<file path="src/rtl/tribus_pkg.sv">
`default_nettype none
// ============================================================================
// Module   : tribus_pkg
// Brief    : Shared types and default constants for the tristate bus reader.
// Revision : 1.0  initial release
// ============================================================================
package tribus_pkg;

    typedef enum logic [1:0] {
        IDLE  = 2'd0,
        DRIVE = 2'd1,
        HOLD  = 2'd2
    } tribus_state_e;

    localparam int TRIBUS_W          = 4;
    localparam int TRIBUS_NSRC       = 4;
    localparam int TRIBUS_SETTLE_DEF = 1;

endpackage
`default_nettype wire

</file>
<file path="src/rtl/tribus_reader_if.sv">
`default_nettype none
// ============================================================================
// Module   : tribus_reader_if
// Brief    : Request and result handshakes between the reader and its client.
// Revision : 1.0  initial release
// ============================================================================
interface tribus_reader_if #(
    parameter int W = 4
);
    logic         req_valid;
    logic [3:0]   req_src;
    logic         req_ready;
    logic [W-1:0] out_data;
    logic         out_err;
    logic         out_valid;
    logic         out_ready;

    modport master (
        output req_valid, req_src, out_ready,
        input  req_ready, out_data, out_err, out_valid
    );

    modport slave (
        input  req_valid, req_src, out_ready,
        output req_ready, out_data, out_err, out_valid
    );
endinterface
`default_nettype wire

</file>
<file path="src/rtl/onehot_dec.sv">
`default_nettype none
// ============================================================================
// Module   : onehot_dec
// Brief    : Index to one-hot decoder with enable and out-of-range flag.
// Revision : 1.0  initial release
// ============================================================================
module onehot_dec #(
    parameter int N_SRC = 4,
    parameter int IW    = 4
) (
    input  logic             en,
    input  logic [IW-1:0]    idx,
    output logic [N_SRC-1:0] onehot,
    output logic             oor
);
    // Extra bit so N_SRC = 2**IW still compares correctly.
    assign oor = ({1'b0, idx} >= (IW+1)'(N_SRC));

    for (genvar i = 0; i < N_SRC; i++) begin : g_bit
        assign onehot[i] = en & ~oor & (idx == IW'(i));
    end
endmodule
`default_nettype wire

</file>
<file path="src/rtl/tribus_reader.sv">
`default_nettype none
// ============================================================================
// Module   : tribus_reader
// Brief    : Enables one tristate source, waits a settle time, captures the bus.
// Revision : 1.0  initial release
// ============================================================================
module tribus_reader
    import tribus_pkg::*;
#(
    parameter int N_SRC  = TRIBUS_NSRC,
    parameter int W      = TRIBUS_W,
    parameter int SETTLE = TRIBUS_SETTLE_DEF
) (
    input  logic             clk,
    input  logic             rst_n,
    tribus_reader_if.slave   ifc,
    output logic [N_SRC-1:0] bus_en,
    input  logic [W-1:0]     bus_in
);
    localparam logic [1:0] c_IDLE  = IDLE;
    localparam logic [1:0] c_DRIVE = DRIVE;
    localparam logic [1:0] c_HOLD  = HOLD;

    logic [1:0]       r_state;
    logic [3:0]       r_cnt;
    logic [N_SRC-1:0] r_sel;
    logic [W-1:0]     r_data;
    logic             r_err;

    logic [N_SRC-1:0] w_onehot;
    logic             w_oor;
    logic             w_idle;

    assign w_idle = (r_state == c_IDLE);

    onehot_dec #(
        .N_SRC (N_SRC),
        .IW    (4)
    ) u_dec (
        .en     (w_idle),
        .idx    (ifc.req_src),
        .onehot (w_onehot),
        .oor    (w_oor)
    );

    // Enables come only from the latched selection, so req_src is ignored after accept.
    assign bus_en        = (r_state == c_DRIVE) ? r_sel : '0;
    assign ifc.req_ready = w_idle;
    assign ifc.out_valid = (r_state == c_HOLD);
    assign ifc.out_data  = r_data;
    assign ifc.out_err   = r_err;

    always_ff @(posedge clk) begin
        if (!rst_n) begin
            r_state <= c_IDLE;
            r_cnt   <= 4'd0;
            r_sel   <= '0;
            r_data  <= '0;
            r_err   <= 1'b0;
        end else begin
            case (r_state)
                c_IDLE: begin
                    if (ifc.req_valid) begin
                        if (w_oor) begin
                            r_data  <= '0;
                            r_err   <= 1'b1;
                            r_state <= c_HOLD;
                        end else begin
                            r_sel   <= w_onehot;
                            r_cnt   <= 4'(SETTLE);
                            r_state <= c_DRIVE;
                        end
                    end
                end
                c_DRIVE: begin
                    if (r_cnt != 4'd0) begin
                        r_cnt <= r_cnt - 4'd1;
                    end else begin
                        r_data  <= bus_in;
                        r_err   <= 1'b0;
                        r_state <= c_HOLD;
                    end
                end
                c_HOLD: begin
                    if (ifc.out_ready) begin
                        r_state <= c_IDLE;
                    end
                end
                default: r_state <= c_IDLE;
            endcase
        end
    end
endmodule
`default_nettype wire

</file>
<file path="src/flat_wrapper.sv">
// flat-port wrapper written by rule: the top's interface ports become plain ports
module tribus_reader_flat import tribus_pkg::*;
#(
    parameter int N_SRC  = TRIBUS_NSRC,
    parameter int W      = TRIBUS_W,
    parameter int SETTLE = TRIBUS_SETTLE_DEF
)
  (clk, rst_n, bus_en, bus_in, ifc_req_valid, ifc_req_src, ifc_out_ready, ifc_req_ready, ifc_out_data, ifc_out_err, ifc_out_valid);
  tribus_reader_if #(.W(W)) ifc_i ();
  input  logic clk;
  input  logic rst_n;
  output logic [N_SRC-1:0] bus_en;
  input  logic [W-1:0] bus_in;
  input wire logic [$bits(ifc_i.req_valid)-1:0] ifc_req_valid;
  input wire logic [$bits(ifc_i.req_src)-1:0] ifc_req_src;
  input wire logic [$bits(ifc_i.out_ready)-1:0] ifc_out_ready;
  output wire logic [$bits(ifc_i.req_ready)-1:0] ifc_req_ready;
  output wire logic [$bits(ifc_i.out_data)-1:0] ifc_out_data;
  output wire logic [$bits(ifc_i.out_err)-1:0] ifc_out_err;
  output wire logic [$bits(ifc_i.out_valid)-1:0] ifc_out_valid;
  assign ifc_i.req_valid = ifc_req_valid;
  assign ifc_i.req_src = ifc_req_src;
  assign ifc_i.out_ready = ifc_out_ready;
  assign ifc_req_ready = ifc_i.req_ready;
  assign ifc_out_data = ifc_i.out_data;
  assign ifc_out_err = ifc_i.out_err;
  assign ifc_out_valid = ifc_i.out_valid;
  tribus_reader #(.N_SRC(N_SRC), .W(W), .SETTLE(SETTLE)) u_core (.clk(clk), .rst_n(rst_n), .ifc(ifc_i), .bus_en(bus_en), .bus_in(bus_in));
endmodule
</file>
<file path="config.mk">
export PLATFORM = sky130hd
export DESIGN_NAME = tribus_reader_flat
export DESIGN_NICKNAME = d
export VERILOG_FILES = /design/src/rtl/tribus_pkg.sv /design/src/rtl/tribus_reader_if.sv /design/src/rtl/onehot_dec.sv /design/src/rtl/tribus_reader.sv /design/src/flat_wrapper.sv
export SDC_FILE = /design/constraint.sdc
export NUM_CORES = 1
export LEC_CHECK = 0
export CAP_MARGIN = 0
export CELL_PAD_IN_SITES_DETAIL_PLACEMENT = 1
export CELL_PAD_IN_SITES_GLOBAL_PLACEMENT = 1
export CORE_AREA = 2 2 51 53
export DETAILED_ROUTE_END_ITERATION = 8
export DIE_AREA = 0 0 53 55
export PLACE_DENSITY_LB_ADDON = 0.1
export REMOVE_ABC_BUFFERS = 1
export SYNTH_ARGS = -nofsm -noshare
export SYNTH_HDL_FRONTEND = slang
export SYNTH_SLANG_ARGS = --single-unit
</file>
<file path="constraint.sdc">
create_clock -name clk -period 4.4 [get_ports clk]
set_clock_uncertainty 0.15 [all_clocks]
set_input_delay 0.88 -clock clk [delete_from_list [all_inputs] [get_ports clk]]
set_output_delay 0.88 -clock clk [all_outputs]
set_load 0.005 [all_outputs]
</file>
==> metrics.txt, run 1 <==
FF/Latch Area 300.3 µm²; Power Density 251.3 mW/mm²; vias post-DR 767; crit path launch type flop; initial antenna violation count 0; setup TNS 0 ns; CTS buffer count 3; Placeable Area 0.002365 mm²; Top Metal Used met4; DRT iter0 DRCs 4; Worst VDD drop 0.1418 mV; sequential fraction of the synthesis area 0.3609; number of diodes 0; Synth Cell Area 832.0 µm²; combinational power share 0.176; RePlAce Congestion 0.7037; clock latency on the worst-skew pair 0.28 ns; period utilization 0.6320; WL/cell 15.03 µm; post_cts resized 0; met2 wire len 1011 µm; Netlist cell types 38; Net Sw Power 71.15 µW; clock root cell clkbuf_4; worst slew pin tran 1.114 ns; Routed WL 2134 µm; multi-input logic area 475.5 µm²; postcts setup bufs 0; min cycle time layout 2.781 ns; largest net degree at the start of global routing 21; DP HPWL 1479 µm; Hold Fails Final Rpt 0; highest clock rate 359.6 MHz; Die Ht 55 µm; cts hold-fix bufs 0; Net Sw Frac 0.2625; CTS H-tree lvls 1; fin. max-slew vios 0; total chip power 271.0 µW; Sink Count 15; All-Layer GR Usage 0.1703; Fill cells 289; Slew headroom 0.2560; kind of critical path flop to primary output; post-synth top area share 0.3609; number of global-route vias before repair 799; part of the power in registers 0.530; CTS tree done; area grow syn2layout 29.62%; reg-to-reg setup timing slack 2.24 ns; PortBufs 22; DR DRC count 0; layout cells sized above 1 0.08036; crit path max fanout 14; worst min path class flop to flop; first-pass GRT wire length 3608 µm; WP data required 3.37 ns; Worst Setup End Kind primary output; Clock transition at path regs 0.09 ns; Cells after Synth 92; Synth Warn # 0; leakage power 0.3858 nW; max-cap viol count 0; wire length on met3 62 µm; largest cells by area after synthesis dfxtp_1 36%, o21a_1 4.5%, nand4_1 3.8%; hold_sp u_core.ifc.out_data[0]; final-stage net count 127; Chip Width 53 µm; Initial Util 0.3519; Final setup viols 0; status completed; Pint 199.9 µW; clock network power share 0.293; post-synthesis register bit count 15; unrepaired setup endpoints after global routing no; Congestion Overflow GR 0; remaining antenna violation count after routing 0; clock buffer depth 2; Setup crit start u_core.r_state[0]; most frequent cells in the layout 22 x clkdlybuf4s50_1, 15 x dfxtp_1, 8 x nand2_1; Synth area leader dfxtp_1; Die Footprint 0.002915 mm²; IO Count 23; worst reg2reg startpoint u_core.r_cnt[0]; vias per cell 5.401; met1 wire length 1050 µm; arrival time worst endpoint 1.75 ns; Mapped Avg Cell Area 9.044 µm²; DRT Pass-1 Iters 3; most common cell after layout, fill and taps aside clkdlybuf4s50_1; # rows 18
cells in the mapped netlist, drive strengths merged:
master / count
nor2: 2
and2: 4
and3: 1
nand2b: 1
clkbuf: 1
nor3b: 1
nor2b: 1
inv: 5
nand2: 8
a211o: 1
o21ai: 1
buf: 5
nor4: 1
and4: 1
a21oi: 2
or3: 5
o21a: 5
nor3: 2
o211a: 1
ha: 2
nand4: 5
and2b: 2
dfxtp: 15
o211ai: 4
a31o: 1
or3b: 1
a31oi: 2
o31ai: 1
and4b: 2
a21boi: 4
nand3b: 1
a221oi: 1
o22ai: 1
a211oi: 1
a22o: 1
layer usage:
metal	up-vias	GRT usage
met5	-	0
met3	2	0.02688
met2	12	0.2813
met1	371	0.2246
met4	0	0.06410
li1	382	-
critical path, stage by stage, from the launching register on:
cell             delay, ns
dfxtp_1               0.50
and2b_4               0.32
and2_1                0.15
clkdlybuf4s50_1       0.50
cells by family (layout without fill, tap and decap cells):
logic type | Yosys count | after routing | synth area share
AOI/OAI and AO/OA | 26 | 26 | 0.2436
adders and majority gates | 2 | 2 | 0.03007
buffers and inverters | 11 | 31 | 0.06766
DFF | 15 | 15 | 0.3609
and+or+nand+nor | 38 | 38 | 0.2978
layout make-up:
class,count,area share
flip-flops and latches,15,0.2784
multi-input cells,66,0.4408
inverters,5,0.01740
clock buffers,4,0.02436
well taps,30,0.03480
repair buffers,22,0.2042
state kept, by name (all words and copies together) (netlist names):
| signal | cells |
|---|---|
| u_core.ifc.out_data | 4 |
| u_core.r_state | 2 |
| u_core.r_sel | 4 |
| u_core.ifc.out_err | 1 |
| u_core.r_cnt | 4 |
worst paths after layout:
path,endpoint,depth (start not counted)
setup / recovery,bus_en[2],3
hold / removal,u_core.ifc.out_data[0],2
setup reg to reg,u_core.ifc.out_err,5
hold reg to reg,u_core.ifc.out_data[0],2
power by group through the flow:
stage | Clock, mW | Sequential, mW | Combinational, mW
after floorplan | 0 | 0.146 | 0.0202
after global placement | 0 | 0.147 | 0.0466
after detailed placement | 0 | 0.147 | 0.0478
after CTS | 0.0823 | 0.144 | 0.0483
after global routing | 0.0876 | 0.144 | 0.0524
final | 0.0795 | 0.144 | 0.0478
metrics by stage:
stage          hold slack [ns]  setup WS (ns)  instances  utilization  instance area (µm²)
2_1_floorplan           0.3138          2.535         86            -                794.5
3_3_place_gp            0.3317          1.706        138       0.4450                 1052
3_5_place_dp            0.3453          1.658        138       0.4450                 1052
4_1_cts                 0.3582          1.592        142       0.4561                 1079
5_1_grt                 0.3852          1.537        142       0.4561                 1079
6_report                0.3506          1.619        142       0.4561                 1079
(Power assumes the default switching activity.)
==> inputs of run 2 (changes only) <==
--- a/config.mk
+++ b/config.mk
@@ -8,9 +8,9 @@
 export CAP_MARGIN = 0
 export CELL_PAD_IN_SITES_DETAIL_PLACEMENT = 1
 export CELL_PAD_IN_SITES_GLOBAL_PLACEMENT = 1
-export CORE_AREA = 2 2 51 53
+export CORE_AREA = 2 2 53 55
 export DETAILED_ROUTE_END_ITERATION = 8
-export DIE_AREA = 0 0 53 55
+export DIE_AREA = 0 0 55 57
 export PLACE_DENSITY_LB_ADDON = 0.1
 export REMOVE_ABC_BUFFERS = 1
 export SYNTH_ARGS = -nofsm -noshare
==> constraint.sdc (replaced) <==
create_clock -name clk -period 2.85 [get_ports clk]
set_clock_uncertainty 0.15 [all_clocks]
set_input_delay 0.57 -clock clk [delete_from_list [all_inputs] [get_ports clk]]
set_output_delay 0.57 -clock clk [all_outputs]
set_load 0.005 [all_outputs]
==> run 2 against run 1 <==
  * Power increased by 58%
  * Sequential power rose by 54%
  * Global-route usage decreased by 2.7 points
  * Clock power grew 62%
  * Critical path depth unchanged
  * Sequential share of layout area fell by 0.63 points
  * Clock-buffer cell count down 1
  * Final cell count up 2.8%
  * Design area up 2.3%
  * Die area up 7.5%
  * Flip-flop and latch count unchanged
  * Largest cell class unchanged
==> metrics.txt, run 2 (synthesis gave the netlist of run 1 again) <==
status completed; Power Density 387.3 mW/mm²; Initial Util 0.3182; DRT Pass-1 Iters 4; Placeable Area 0.002615 mm²; worst min path class flop to flop; Cell Area, Placed 0.001076 mm²; crit path launch type flop; largest net degree at the start of global routing 15; post-route cell area 0.001104 mm²; max-cap viol count 0; WL/cell 13.95 µm; postcts setup bufs 0; FF/Latch Area 300.3 µm²; Die Ht 57 µm; number of diodes 0; leakage power 0.4024 nW; Die Footprint 0.003135 mm²; WHS Path Cells 2; final-stage net count 130; unrepaired setup endpoints after global routing no; Routed WL 2036 µm; Final setup viols 0; first-pass GRT wire length 3305 µm; # rows 19; Slew headroom 0.5583; WP data required 2.13 ns; multi-input logic area 475.5 µm²; Worst Setup End Kind primary output; crit path max fanout 14; remaining antenna violation count after routing 0; clock buffer depth 2; DP HPWL 1444 µm; setup TNS 0 ns; period utilization 0.8647; cts hold-fix bufs 0; number of global-route vias before repair 760; highest clock rate 405.8 MHz; worst slew pin tran 0.6576 ns; Chip Width 55 µm; layout cells sized above 1 0.1130; RePlAce Congestion 0.7399; kind of critical path flop to primary output; DR DRC count 0; clock root cell clkbuf_4; Hold Fails Final Rpt 0; CTS tree done; Clock transition at path regs 0.10 ns; most frequent cells in the layout 22 x clkdlybuf4s50_1, 15 x dfxtp_1, 8 x nand2_1; Sink Count 15; initial antenna violation count 0; Final Util 0.4220; IO Count 23; final non-filler cell total 146; fin. max-slew vios 0; area grow syn2layout 32.63%; DRT iter0 DRCs 8; Fin Hold WS 0.3534 ns; post_cts resized 0; PortBufs 22; Worst VDD drop 0.2107 mV; CTS buffer count 3; arrival time worst endpoint 1.74 ns; vias per cell 5.308; vias post-DR 775; CTS H-tree lvls 1; DP Cell Count 142; Congestion Overflow GR 0; Fill cells 318; reg2reg path depth 3; clock latency on the worst-skew pair 0.28 ns; most common cell after layout, fill and taps aside clkdlybuf4s50_1; min cycle time layout 2.464 ns; All-Layer GR Usage 0.1438
-- run 2: stage by stage --
stage	power, mW	setup WS, ns
after global routing	0.4529	0.2672
final	0.4275	0.3856
after CTS	0.4395	0.3550
after floorplan	0.2568	1.064
after detailed placement	0.3043	0.6061
after global placement	0.3031	0.6470
-- run 2: cell type report --
type	count	area share
Clock inverter	1	0.004535
Clock buffer	3	0.02041
Timing Repair Buffer	25	0.2200
Sequential cell	15	0.2721
Multi-Input combinational cell	66	0.4308
Inverter	5	0.01701
Tap cell	31	0.03515
-- run 2: worst max-delay path, cell delays in order (launching register included) --
cell and delay, ns:
dfxtp_1 0.48, and2b_4 0.32, and2_1 0.16, clkdlybuf4s50_1 0.49
-- run 2: per-layer routing --
layer  part of all wire  track usage  up-vias
met5                  0            0        -
met4             0.0064      0.05226        0
met3              0.032      0.03141        2
met2               0.48       0.2296       13
met1               0.48       0.1872      376
li1                   -            -      384
-- run 2: final timing paths --
path                               start                      to  slack [ns]
hold reg to reg   u_core.ifc.out_data[0]  u_core.ifc.out_data[0]        0.35
setup reg to reg       u_core.r_state[1]         u_core.r_sel[1]        1.21
hold / removal    u_core.ifc.out_data[0]  u_core.ifc.out_data[0]        0.35
setup / recovery       u_core.r_state[0]               bus_en[0]        0.39
-- run 2: where the power goes --
group	internal, mW	switching, mW	leakage, nW
Clock	0.0521	0.0767	0.0177
Combinational	0.0413	0.0358	0.263
Sequential	0.216	0.00541	0.122
